===== config.mk =====
export PLATFORM = sky130hd
export DESIGN_NAME = cci_c0_rd_arbiter
export DESIGN_NICKNAME = d
export VERILOG_FILES = /design/src/rtl/cci_c0_rd_arbiter.sv
export SDC_FILE = /design/constraint.sdc
export NUM_CORES = 1
export LEC_CHECK = 0
export CELL_PAD_IN_SITES_DETAIL_PLACEMENT = 1
export CELL_PAD_IN_SITES_GLOBAL_PLACEMENT = 1
export CORE_MARGIN = 10
export CORE_UTILIZATION = 23
export DETAILED_ROUTE_END_ITERATION = 16
export GPL_TIMING_DRIVEN = 1
export HOLD_SLACK_MARGIN = 0.03
export PLACE_DENSITY_LB_ADDON = 0.1
export REMOVE_ABC_BUFFERS = 1
export SETUP_SLACK_MARGIN = 0.1
export SLEW_MARGIN = 20
export SYNTH_ARGS = -nofsm -noshare
export SYNTH_HDL_FRONTEND = slang
export SYNTH_SLANG_ARGS = --single-unit

===== constraint.sdc =====
create_clock -name clk_32ui -period 4.2 [get_ports clk_32ui]
set_clock_uncertainty 0.1 [all_clocks]
set_input_delay 1.26 -clock clk_32ui [delete_from_list [all_inputs] [get_ports clk_32ui]]
set_output_delay 1.26 -clock clk_32ui [all_outputs]
set_load 0.1 [all_outputs]

===== src/rtl/cci_c0_rd_arbiter.sv =====
// cci_c0_rd_arbiter
// Shares the CCI TX channel-0 read-request port among NUM_REQ requesters
// using round-robin arbitration. The winner's index is stamped into the top
// mdata bits of the issued header. Returning rx_c0 read responses are steered
// back to the issuing requester by that tag. The number of in-flight reads is
// capped at MAX_OUTST.
module cci_c0_rd_arbiter #(
   parameter int NUM_REQ   = 4,
   parameter int TX_HDR_W  = 61,
   parameter int RX_HDR_W  = 18,
   parameter int MAX_OUTST = 64
) (
   input  logic                                clk_32ui,
   input  logic                                sys_reset,
   input  logic                                lp_initdone,
   input  logic                                drain_req,
   input  logic [NUM_REQ-1:0]                  req_valid,
   input  logic [NUM_REQ*TX_HDR_W-1:0]         req_hdr,
   output logic [NUM_REQ-1:0]                  req_ready,
   output logic [TX_HDR_W-1:0]                 tx_c0_header,
   output logic                                tx_c0_rdvalid,
   input  logic                                tx_c0_almostfull,
   input  logic [RX_HDR_W-1:0]                 rx_c0_header,
   input  logic                                rx_c0_rdvalid,
   output logic [NUM_REQ-1:0]                  rsp_valid,
   output logic [RX_HDR_W-1:0]                 rsp_hdr,
   output logic [$clog2(MAX_OUTST+1)-1:0]      outst_cnt,
   output logic                                drain_done,
   output logic [1:0]                          err_flags
);

   localparam int TAG_W = (NUM_REQ > 1) ? $clog2(NUM_REQ) : 1;
   localparam int CNT_W = $clog2(MAX_OUTST + 1);

   localparam logic [TAG_W:0]   NUM_REQ_T = (TAG_W+1)'(NUM_REQ);
   localparam logic [TAG_W-1:0] LAST_REQ  = TAG_W'(NUM_REQ - 1);
   localparam logic [CNT_W-1:0] MAX_CNT   = CNT_W'(MAX_OUTST);

   typedef enum logic [1:0] {
      ST_INIT  = 2'd0,
      ST_RUN   = 2'd1,
      ST_DRAIN = 2'd2
   } state_t;

   state_t                r_state;
   state_t                w_state_nxt;
   logic [TAG_W-1:0]      r_rr_ptr;
   logic [CNT_W-1:0]      r_outst_cnt;
   logic [CNT_W-1:0]      w_cnt_nxt;
   logic                  r_tx_valid;
   logic [TX_HDR_W-1:0]   r_tx_hdr;
   logic [NUM_REQ-1:0]    r_rsp_valid;
   logic [RX_HDR_W-1:0]   r_rsp_hdr;
   logic                  r_drain_done;
   logic [1:0]            r_err;

   logic                  w_grant_en;
   logic                  w_grant;
   logic                  w_found;
   logic [TAG_W-1:0]      w_winner;
   logic [TAG_W:0]        w_idx;
   logic [TX_HDR_W-1:0]   w_sel_hdr;
   logic [TX_HDR_W-1:0]   w_stamped_hdr;
   logic [TAG_W-1:0]      w_tag;
   logic                  w_tag_ok;
   logic                  w_underflow;
   logic [NUM_REQ-1:0]    w_rsp_onehot;
   logic [RX_HDR_W-1:0]   w_rsp_hdr_clr;

   assign w_grant_en  = (r_state == ST_RUN) && !tx_c0_almostfull && (r_outst_cnt < MAX_CNT);
   assign w_grant     = w_grant_en && w_found;
   assign w_tag       = rx_c0_header[13 -: TAG_W];
   assign w_tag_ok    = {1'b0, w_tag} < NUM_REQ_T;
   assign w_underflow = rx_c0_rdvalid && !w_grant && (r_outst_cnt == '0);

   // Link-down forces INIT from anywhere; otherwise drain_req toggles RUN/DRAIN
   always_comb begin
      w_state_nxt = r_state;
      if (!lp_initdone) begin
         w_state_nxt = ST_INIT;
      end else begin
         case (r_state)
            ST_INIT:  w_state_nxt = ST_RUN;
            ST_RUN:   if (drain_req)  w_state_nxt = ST_DRAIN;
            ST_DRAIN: if (!drain_req) w_state_nxt = ST_RUN;
            default:  w_state_nxt = ST_INIT;
         endcase
      end
   end

   // Round-robin search for the first valid requester starting at rr_ptr
   always_comb begin
      w_found  = 1'b0;
      w_winner = '0;
      w_idx    = '0;
      for (int k = 0; k < NUM_REQ; k++) begin
         w_idx = {1'b0, r_rr_ptr} + k[TAG_W:0];
         if (w_idx >= NUM_REQ_T) begin
            w_idx = w_idx - NUM_REQ_T;
         end
         if (!w_found && req_valid[w_idx[TAG_W-1:0]]) begin
            w_found  = 1'b1;
            w_winner = w_idx[TAG_W-1:0];
         end
      end
   end

   // One-hot accept strobe and the winner's header with its tag stamped in
   always_comb begin
      req_ready = '0;
      w_sel_hdr = '0;
      for (int i = 0; i < NUM_REQ; i++) begin
         if (w_winner == TAG_W'(i)) begin
            req_ready[i] = w_grant;
            w_sel_hdr    = req_hdr[i*TX_HDR_W +: TX_HDR_W];
         end
      end
      w_stamped_hdr                = w_sel_hdr;
      w_stamped_hdr[13 -: TAG_W]   = w_winner;
   end

   // In-flight count: grant and response in the same cycle cancel out
   always_comb begin
      w_cnt_nxt = r_outst_cnt;
      if (w_grant && !rx_c0_rdvalid) begin
         w_cnt_nxt = r_outst_cnt + 1'b1;
      end else if (!w_grant && rx_c0_rdvalid && (r_outst_cnt != '0)) begin
         w_cnt_nxt = r_outst_cnt - 1'b1;
      end
   end

   // Response steering by tag, with the tag bits cleared in the forwarded header
   always_comb begin
      w_rsp_onehot = '0;
      for (int i = 0; i < NUM_REQ; i++) begin
         if (w_tag == TAG_W'(i)) begin
            w_rsp_onehot[i] = rx_c0_rdvalid;
         end
      end
      w_rsp_hdr_clr              = rx_c0_header;
      w_rsp_hdr_clr[13 -: TAG_W] = '0;
   end

   // State, round-robin pointer and in-flight counter
   always_ff @(posedge clk_32ui or posedge sys_reset) begin
      if (sys_reset) begin
         r_state     <= ST_INIT;
         r_rr_ptr    <= '0;
         r_outst_cnt <= '0;
      end else begin
         r_state     <= w_state_nxt;
         r_outst_cnt <= w_cnt_nxt;
         if (w_grant) begin
            r_rr_ptr <= (w_winner == LAST_REQ) ? '0 : w_winner + 1'b1;
         end
      end
   end

   // Registered request toward CCI; header only changes when a new request issues
   always_ff @(posedge clk_32ui or posedge sys_reset) begin
      if (sys_reset) begin
         r_tx_valid <= 1'b0;
         r_tx_hdr   <= '0;
      end else begin
         r_tx_valid <= w_grant;
         if (w_grant) begin
            r_tx_hdr <= w_stamped_hdr;
         end
      end
   end

   // Registered response pulse; header holds between responses and on bad tags
   always_ff @(posedge clk_32ui or posedge sys_reset) begin
      if (sys_reset) begin
         r_rsp_valid <= '0;
         r_rsp_hdr   <= '0;
      end else begin
         r_rsp_valid <= w_rsp_onehot;
         if (rx_c0_rdvalid && w_tag_ok) begin
            r_rsp_hdr <= w_rsp_hdr_clr;
         end
      end
   end

   // Drain completion tracks the next-cycle state and count; error flags are sticky
   always_ff @(posedge clk_32ui or posedge sys_reset) begin
      if (sys_reset) begin
         r_drain_done <= 1'b0;
         r_err        <= 2'b00;
      end else begin
         r_drain_done <= (w_state_nxt == ST_DRAIN) && (w_cnt_nxt == '0);
         if (w_underflow) begin
            r_err[0] <= 1'b1;
         end
         if (rx_c0_rdvalid && !w_tag_ok) begin
            r_err[1] <= 1'b1;
         end
      end
   end

   assign tx_c0_rdvalid = r_tx_valid;
   assign tx_c0_header  = r_tx_hdr;
   assign rsp_valid     = r_rsp_valid;
   assign rsp_hdr       = r_rsp_hdr;
   assign outst_cnt     = r_outst_cnt;
   assign drain_done    = r_drain_done;
   assign err_flags     = r_err;

endmodule


==> flow_summary.json, run 1 <==
{
  "yosys_warnings": 0,
  "leakage_uw": 0.00382,
  "ys_seq_area_share_pct": 39.9,
  "syn_avg_cell_area_um2": 8.51,
  "syn-instance-count": 700,
  "p_per_area_nw_per_um2": 713,
  "final-max-slew-violation-count": 0,
  "finalWeightedCongestion": 0.775,
  "ios": 370,
  "slew_headroom_pct": 31.1,
  "wl_per_cell_um": 19.8,
  "wl_um": 27100,
  "grt_pass1_vias": 6847,
  "arrival_ns": 2.68,
  "grt_pass1_wl_um": 41300,
  "clock_path_buffers": 2,
  "setup_viol": 0,
  "place.detailed.hpwl_um": 21200,
  "hold_violations": 0,
  "ir_drop_uv": 270,
  "drc_errors": 0,
  "nets": 1310,
  "p_total_uw": 7320,
  "fp.dieW_um": 181,
  "die-area_um2": 32700,
  "design_area_um2": 10300,
  "fmax_ghz": 0.247,
  "worst_path_max_delay_cell": "or4_4",
  "antenna_left": 0,
  "maxCapViolCount": 0,
  "area_delta_synth_final_pct": 72.5,
  "post_dp_cell_area_um2": 9920,
  "layout.cells.non_filler": 1369,
  "critPathMaxStageDelay_ns": 0.50,
  "rsz0062_at_grt": "false",
  "num_rows": 58,
  "core_um2": 25300,
  "path_clk_slew_ns": 0.07,
  "worstSkewPairLatency_ns": 0.34,
  "synth_top_cells_by_area": "dfrtp_1, a21oi_1, nand2_1, o21a_1, nand3b_1",
  "synth-seq-cells": 95,
  "status": "finished clean",
  "vias": 6468,
  "crit_required_ns": 2.84,
  "async_reset_ff_share_pct": 100,
  "port_buffers": 358,
  "dr.pass1.iters": 4,
  "synth_top_area_cell": "dfrtp_1",
  "placed_cells": 1350,
  "grt_start_max_net_pins": 82,
  "cp_max_fo": 5,
  "period_share_pct": 96.3,
  "cts_tree": "yes",
  "synth_top_area_share_pct": 39.9,
  "ys.flop_type": "dfrtp_1",
  "path_cells": "buf_4 > buf_6 > or4_4 > nand2_4 > buf_6 > ha_4 > and3_4 > buf_12",
  "mostFrequentLayoutCells": "clkdlybuf4s50_1, nand2_1, a21oi_1",
  "drtIter0Drc": 210,
  "grtUsageTotal_pct": 15.8,
  "cts.sinks": 95,
  "synth.cell_area_um2": 5960,
  "worst_setup_path_start_kind": "input port",
  "period_minus_slack_ns": 4.04,
  "drive_above_1_share_pct": 12.3,
  "initial_core_util_pct": 23.5,
  "synth_cell_types": 50,
  "critPathCaptureType": "primary output",
  "mostFrequentLayoutCell": "clkdlybuf4s50_1",
  "via_per_inst": 4.72,
  "globalRouteOverflowTotal": 0,
  "htree_levels": 3,
  "die_h_um": 181,
  "crit_top_cell": "buf_6",
  "antenna_found_initial": 2,
  "final_core_util_pct": 40.6,
  "holdCritPathClass": "reg2reg",
  "cts-root-buf": "clkbuf_16",
  "worstSetupPathType": "in2out",
  "cts-buffers-inserted": 9,
  "tightest_slew_ns": 1.03,
  "synth_edf_count": 0
}
sequential cells by signal, summed over array words and instances (netlist names):
register and cells:
drain_done 1, err_flags 1, outst_cnt 7, r_rr_ptr 2, r_state 2, rsp_hdr 16
rsp_valid 4, tx_c0_header 61, tx_c0_rdvalid 1
metal layers:
| layer | wire length [um] | part of all wire (%) | GRT usage, % | up-vias |
|---|---|---|---|---|
| met5 | 0 | 0 | 0 | - |
| met4 | 599 | 2.2 | 5.25 | 0 |
| met3 | 1760 | 6.5 | 4.34 | 23 |
| met2 | 13700 | 51 | 28.1 | 184 |
| met1 | 11000 | 41 | 17.9 | 3093 |
| li1 | - | - | - | 3168 |
worst max-delay path: cells and delay by family:
kind | cells | cell delay (ns)
and+or+nand+nor | 3 | 0.77
buffers and inverters | 4 | 0.52
adders and majority gates | 1 | 0.12
cell type report:
class,count,area [um2]
clock inverters,7,65.1
repair buffers,387,3790
clock buffers,9,225
well taps,330,413
inverters,11,46.3
diodes,2,5.00
flip-flops and latches,95,2380
multi-input cells,528,3350
fillers,2951,15100
final timing paths:
| check | startpoint | slack [ns] | depth (start not counted) | endpoint |
|---|---|---|---|---|
| min in group asynchronous | sys_reset | 1.10 | 2 | tx_c0_header[55] |
| worst max-delay path | req_valid[0] | 0.16 | 8 | req_ready[0] |
| max in group asynchronous | sys_reset | 2.25 | 3 | tx_c0_header[3] |
| worst min-delay path | err_flags[0] | 0.37 | 1 | err_flags[0] |
| worst max register to register | r_rr_ptr[1] | 1.28 | 12 | tx_c0_header[0] |
| worst min register to register | err_flags[0] | 0.37 | 1 | err_flags[0] |
where the power goes:
group          total (uW)  switching [uW]  internal, uW
clock network         824             407           416
logic                5050            3630          1410
registers            1450             227          1230
kinds of logic after synthesis:
logic type / count (synthesis) / share of synthesized area (%)
AOI/OAI and AO/OA: 267 / 28.9
buffers and inverters: 79 / 5.55
other: 1 / 0.0630
adders and majority gates: 6 / 1.26
DFF: 95 / 39.9
muxes: 18 / 3.36
and+or+nand+nor: 231 / 20.5
xor gates and xnor gates: 3 / 0.441
repair_timing:
action	4_1_cts	5_1_grt
endpoints found under the setup margin	4	4
buffers inserted	0	1
resized for setup	23	6
endpoints found under the hold margin	0	0
pin swaps	2	2
hold buffers	0	0
through the flow:
step / TNS, ns / hold slack (ns) / setup slack (ns)
floorplan: -44.43 / 0.441 / -2.29
global placement: -7.59 / 0.344 / -0.330
detailed placement: -8.90 / 0.357 / -0.377
CTS: 0 / 0.377 / 0.0793
global route: 0 / 0.402 / 0.112
finish: 0 / 0.368 / 0.155
synthesized netlist by cell type, drive strengths merged, types with 2 or more instances:
| master | instances |
|---|---|
| or4 | 2 |
| or4b | 2 |
| nand3b | 59 |
| nor4b | 2 |
| o211ai | 59 |
| ha | 6 |
| dfrtp | 95 |
| o21ai | 6 |
| a221oi | 3 |
| nor4 | 5 |
| nor2 | 9 |
| o21a | 63 |
| clkbuf | 46 |
| and3 | 6 |
| mux2i | 2 |
| buf | 22 |
| a21o | 2 |
| a21boi | 2 |
| nand4b | 3 |
| a21oi | 124 |
| mux2 | 16 |
| inv | 11 |
| nor3 | 4 |
| nand2 | 135 |
| xnor2 | 2 |
No activity file was read; power rests on OpenSTA's default activity.
==> run 2, diff against run 1 <==
--- a/config.mk
+++ b/config.mk
@@ -8,7 +8,7 @@
 export CELL_PAD_IN_SITES_DETAIL_PLACEMENT = 1
 export CELL_PAD_IN_SITES_GLOBAL_PLACEMENT = 1
 export CORE_MARGIN = 10
-export CORE_UTILIZATION = 23
+export CORE_UTILIZATION = 26
 export DETAILED_ROUTE_END_ITERATION = 16
 export GPL_TIMING_DRIVEN = 1
 export HOLD_SLACK_MARGIN = 0.03
==> constraint.sdc (replaced) <==
create_clock -name clk_32ui -period 4 [get_ports clk_32ui]
set_clock_uncertainty 0.1 [all_clocks]
set_input_delay 1.2 -clock clk_32ui [delete_from_list [all_inputs] [get_ports clk_32ui]]
set_output_delay 1.2 -clock clk_32ui [all_outputs]
set_load 0.1 [all_outputs]
==> flow_summary.json, run 2 (synthesized netlist as in run 1, its figures left out) <==
{
  "status": "finished clean",
  "design_area_um2": 10100,
  "r2r-start": "r_rr_ptr[1]",
  "worstSetupPathType": "in2out",
  "period_minus_slack_ns": 3.86,
  "globalRouteOverflowTotal": 0,
  "worstSkewPairLatency_ns": 0.34,
  "critPathMaxStageDelay_ns": 0.52,
  "drc_errors": 0,
  "num_rows": 55,
  "path_clk_slew_ns": 0.07,
  "nets": 1306,
  "period_share_pct": 96.5,
  "cp_max_fo": 6,
  "grtUsageTotal_pct": 17.6,
  "p_sw_share_pct": 58.6,
  "cts-buffers-inserted": 9,
  "cts_tree": "yes",
  "rr_worst_depth": 12,
  "p_per_area_nw_per_um2": 763,
  "port_buffers": 358,
  "cts.sinks": 95,
  "clock_path_buffers": 2,
  "initial_core_util_pct": 26.4,
  "finalWeightedCongestion": 0.772,
  "worst_setup_path_start_kind": "input port",
  "crit_required_ns": 2.70,
  "switchingPower_uw": 4510,
  "r2r_end": "tx_c0_header[2]",
  "wl_per_cell_um": 20.4,
  "htree_levels": 3,
  "ios": 370,
  "tightest_slew_ns": 0.965,
  "power.share.sequential_pct": 20.0,
  "endpoint": "req_ready[0]",
  "fillCellCount": 2654,
  "mostFrequentLayoutCells": "clkdlybuf4s50_1, nand2_1, a21oi_1",
  "drtIter0Drc": 282,
  "area_delta_synth_final_pct": 69.2,
  "post_dp_cell_area_um2": 9690,
  "grt_start_max_net_pins": 96,
  "final-max-slew-violation-count": 0,
  "grt_pass1_wl_um": 40200,
  "clockPowerShare_pct": 11.3,
  "wl_um": 26900,
  "grt_pass1_vias": 6881,
  "cts.hold.buffers_added": 0,
  "top_layer_used": "met4",
  "cp_top_family": "simple AND/OR/NAND/NOR gates",
  "mostFrequentLayoutCell": "clkdlybuf4s50_1",
  "worst_path_max_delay_cell": "or4_4",
  "fp.dieW_um": 171,
  "hold_violations": 0,
  "ir_drop_uv": 348,
  "maxCapViolCount": 0,
  "die-area_um2": 29400,
  "rsz0062_at_grt": "false",
  "path_depth": 7,
  "met3_length_um": 2420,
  "slew_headroom_pct": 35.4,
  "antenna_found_initial": 2,
  "setup_viol": 0,
  "via_per_inst": 4.93,
  "die_h_um": 171,
  "antenna_left": 0,
  "regToRegSetupSlack_ns": 1.09,
  "path_buf_inv": 3,
  "route.met2.wl_um": 13700,
  "drive_above_1_share_pct": 17.6,
  "p_comb_share_pct": 68.7,
  "fmax_ghz": 0.259,
  "holdCritPathClass": "reg2reg",
  "wl_met1_um": 10300,
  "p_total_uw": 7690,
  "place.detailed.hpwl_um": 20600,
  "cts-root-buf": "clkbuf_16",
  "core_um2": 22600,
  "internal-power_uw": 3180,
  "crit_start": "req_valid[1]",
  "vias": 6501,
  "final_core_util_pct": 44.7,
  "largest_register_ffs": 61,
  "dr.pass1.iters": 4,
  "critPathCaptureType": "primary output",
  "leakage_uw": 0.00386,
  "path_cells": "clkbuf_4 > or4_4 > nand2_4 > buf_6 > ha_4 > and3_4 > buf_12",
  "arrival_ns": 2.56
}
==> run 2: cell types whose count changed in the layout (fill, tap and decap cells not counted), sizes merged <==
cell           change
buf               +51
clkbuf             +1
clkdlybuf4s50     -55
clkinv             -1
clkinvlp           +1
dlygate4sd2        -1
==> run 2: worst min-delay path by stage <==
stage	start	end	slack [ns]	depth (start not counted)
floorplan	r_rr_ptr[1]	r_rr_ptr[1]	0.44	2
global placement	err_flags[0]	err_flags[0]	0.34	1
detailed placement	err_flags[0]	err_flags[0]	0.35	1
CTS	err_flags[0]	err_flags[0]	0.37	1
global route	err_flags[0]	err_flags[0]	0.38	1
finish	err_flags[0]	err_flags[0]	0.37	1
==> run 2: timing repair <==
item / CTS / global route
setup endpoints to repair: 16 / 4
resized for setup: 24 / 17
cloned: 0 / 0
setup buffers: 1 / 2
endpoints found under the hold margin: 0 / 0
pin swaps: 3 / 5
==> run 2: per-stage QoR <==
stage	setup TNS (ns)	setup slack (ns)	instances	hold WS [ns]
after global placement	-15.52	-0.480	1299	0.345
after CTS	0	0.0951	1316	0.370
after global routing	0	0.0994	1320	0.378
final	0	0.140	1320	0.370
after floorplan	-53.15	-2.37	634	0.441
after detailed placement	-15.87	-0.500	1299	0.354
==> run 2: area by class of cell <==
class | instances | area, um2 | area share, %
antenna | 2 | 5.00 | 0.0497
inverter | 11 | 48.8 | 0.484
timing repair buffer | 383 | 3640 | 36.1
tap | 285 | 357 | 3.54
sequential | 95 | 2380 | 23.6
clock inverter | 7 | 63.8 | 0.633
multi-input combinational | 528 | 3360 | 33.3
clock buffer | 9 | 225 | 2.23
==> run 2: layer usage <==
layer,global-route usage [%],vias to the layer above
li1,-,3158
met1,19.3,3113
met2,31.2,204
met3,6.60,26
met4,4.95,0
met5,0,-
==> run 2: power groups by stage <==
| stage | clock (uW) | combinational [uW] | sequential, uW |
|---|---|---|---|
| 3_3_place_gp | 0 | 5270 | 1540 |
| 6_report | 866 | 5280 | 1540 |
| 2_1_floorplan | 0 | 1440 | 3870 |
| 5_1_grt | 940 | 5580 | 1590 |
| 4_1_cts | 895 | 5330 | 1540 |
| 3_5_place_dp | 0 | 5290 | 1560 |
==> run 3, diff against run 2 <==
--- a/config.mk
+++ b/config.mk
@@ -5,7 +5,7 @@
 export SDC_FILE = /design/constraint.sdc
 export NUM_CORES = 1
 export LEC_CHECK = 0
-export CELL_PAD_IN_SITES_DETAIL_PLACEMENT = 1
+export CELL_PAD_IN_SITES_DETAIL_PLACEMENT = 0
 export CELL_PAD_IN_SITES_GLOBAL_PLACEMENT = 1
 export CORE_MARGIN = 10
 export CORE_UTILIZATION = 26
==> flow_summary.json, run 3 (synthesized netlist as in run 1, its figures left out) <==
{
  "die_h_um": 171,
  "min_to": "err_flags[0]",
  "switchingPower_uw": 4460,
  "largest_register_ffs": 61,
  "arrival_ns": 2.57,
  "p_per_area_nw_per_um2": 759,
  "leakage_uw": 0.00384,
  "fp.dieW_um": 171,
  "cts_tree": "yes",
  "initial_core_util_pct": 26.4,
  "worstSetupPathType": "in2out",
  "path_buf_inv": 3,
  "finalWeightedCongestion": 0.772,
  "regToRegSetupSlack_ns": 1.15,
  "post_dp_cell_area_um2": 9690,
  "vias": 6310,
  "area_delta_synth_final_pct": 68.9,
  "cts-buffers-inserted": 9,
  "dr.pass1.iters": 4,
  "final_core_util_pct": 44.6,
  "grtUsageTotal_pct": 16.7,
  "mostFrequentLayoutCell": "clkdlybuf4s50_1",
  "mostFrequentLayoutCells": "clkdlybuf4s50_1, nand2_1, a21oi_1",
  "globalRouteOverflowTotal": 0,
  "critPathCaptureType": "primary output",
  "worstHoldPathCells": 1,
  "layout.cells.non_filler": 1321,
  "holdCritPathClass": "reg2reg",
  "worst_setup_path_start_kind": "input port",
  "power.share.sequential_pct": 20.1,
  "cts-root-buf": "clkbuf_16",
  "ir_drop_uv": 314,
  "nets": 1306,
  "whs_ns": 0.369,
  "core_um2": 22600,
  "slew_headroom_pct": 35.1,
  "worstSkewPairLatency_ns": 0.35,
  "worst_path_max_delay_cell": "or4_4",
  "wl_um": 25500,
  "cp_top_family": "simple AND/OR/NAND/NOR gates",
  "setup_viol": 0,
  "via_per_inst": 4.78,
  "clock_path_buffers": 2,
  "grt_pass1_vias": 6497,
  "rr_worst_depth": 12,
  "drtIter0Drc": 292,
  "crit_required_ns": 2.70,
  "placed_cells": 1299,
  "min_from": "err_flags[0]",
  "ios": 370,
  "tightest_slew_ns": 0.970,
  "p_total_uw": 7630,
  "place.detailed.hpwl_um": 19200,
  "grt_start_max_net_pins": 96,
  "status": "finished clean",
  "die-area_um2": 29400,
  "design_area_um2": 10100,
  "internal-power_uw": 3180,
  "fillCellCount": 2284,
  "r2r-start": "r_rr_ptr[1]",
  "p_comb_share_pct": 68.5,
  "antenna_left": 0,
  "rsz0062_at_grt": "true",
  "critPathMaxStageDelay_ns": 0.55,
  "period_share_pct": 96.6,
  "grt_pass1_wl_um": 38000,
  "drc_errors": 0,
  "antenna_found_initial": 3,
  "period_minus_slack_ns": 3.87,
  "drive_above_1_share_pct": 17.2,
  "num_rows": 55,
  "hold_violations": 0,
  "htree_levels": 3,
  "path_depth": 7,
  "maxCapViolCount": 0,
  "wl_per_cell_um": 19.3,
  "r2r_end": "tx_c0_header[2]",
  "port_buffers": 358,
  "clockPowerShare_pct": 11.4,
  "cp_max_fo": 4,
  "final-max-slew-violation-count": 0,
  "cts.sinks": 95,
  "path_clk_slew_ns": 0.07,
  "fmax_ghz": 0.259,
  "p_sw_share_pct": 58.4,
  "path_cells": "buf_4 > or4_4 > nand2_4 > buf_6 > ha_4 > and3_4 > buf_12"
}
run 3: worst max-delay path by stage:
stage / from / to / slack, ns
2_1_floorplan: req_valid[2] / req_ready[2] / -2.37
3_3_place_gp: req_valid[1] / req_ready[3] / -0.48
3_5_place_dp: req_valid[1] / req_ready[1] / -0.48
4_1_cts: req_valid[3] / req_ready[2] / 0.10
5_1_grt: req_valid[1] / req_ready[3] / 0.07
6_report: req_valid[2] / req_ready[2] / 0.13
run 3: power by group through the flow:
| stage | Combinational [uW] | Sequential, uW | Clock, uW |
|---|---|---|---|
| 2_1_floorplan | 1440 | 3870 | 0 |
| 3_3_place_gp | 5270 | 1540 | 0 |
| 3_5_place_dp | 5250 | 1550 | 0 |
| 4_1_cts | 5280 | 1540 | 908 |
| 5_1_grt | 5530 | 1590 | 945 |
| 6_report | 5230 | 1540 | 871 |
run 3: cell type report:
cell class	count	area [um2]	share of cell area (%)
diodes	3	7.51	0.0746
clock buffers	9	225	2.24
clock inverters	7	63.8	0.634
inverters	11	46.3	0.460
multi-input cells	528	3350	33.3
flip-flops and latches	95	2380	23.6
well taps	285	357	3.55
repair buffers	383	3630	36.1
run 3: what timing repair did:
action | CTS | global route
resized for setup | 23 | 9
buffers inserted | 1 | 2
endpoints found under the setup margin | 5 | 4
pin swaps | 3 | 4
hold buffers | 0 | 0
run 3: metal layers:
metal | share of wire (%) | wire length [um] | global-route usage, %
met5 | 0 | 0 | 0
met4 | 2.1 | 533 | 5.63
met3 | 9.9 | 2540 | 6.67
met2 | 50 | 12900 | 29.8
met1 | 37 | 9570 | 17.4
run 3: stage by stage:
stage          TNS, ns  setup slack, ns
6_report             0            0.135
5_1_grt              0           0.0715
4_1_cts              0            0.103
3_5_place_dp    -13.77           -0.484
3_3_place_gp    -15.52           -0.480
2_1_floorplan   -53.15            -2.37
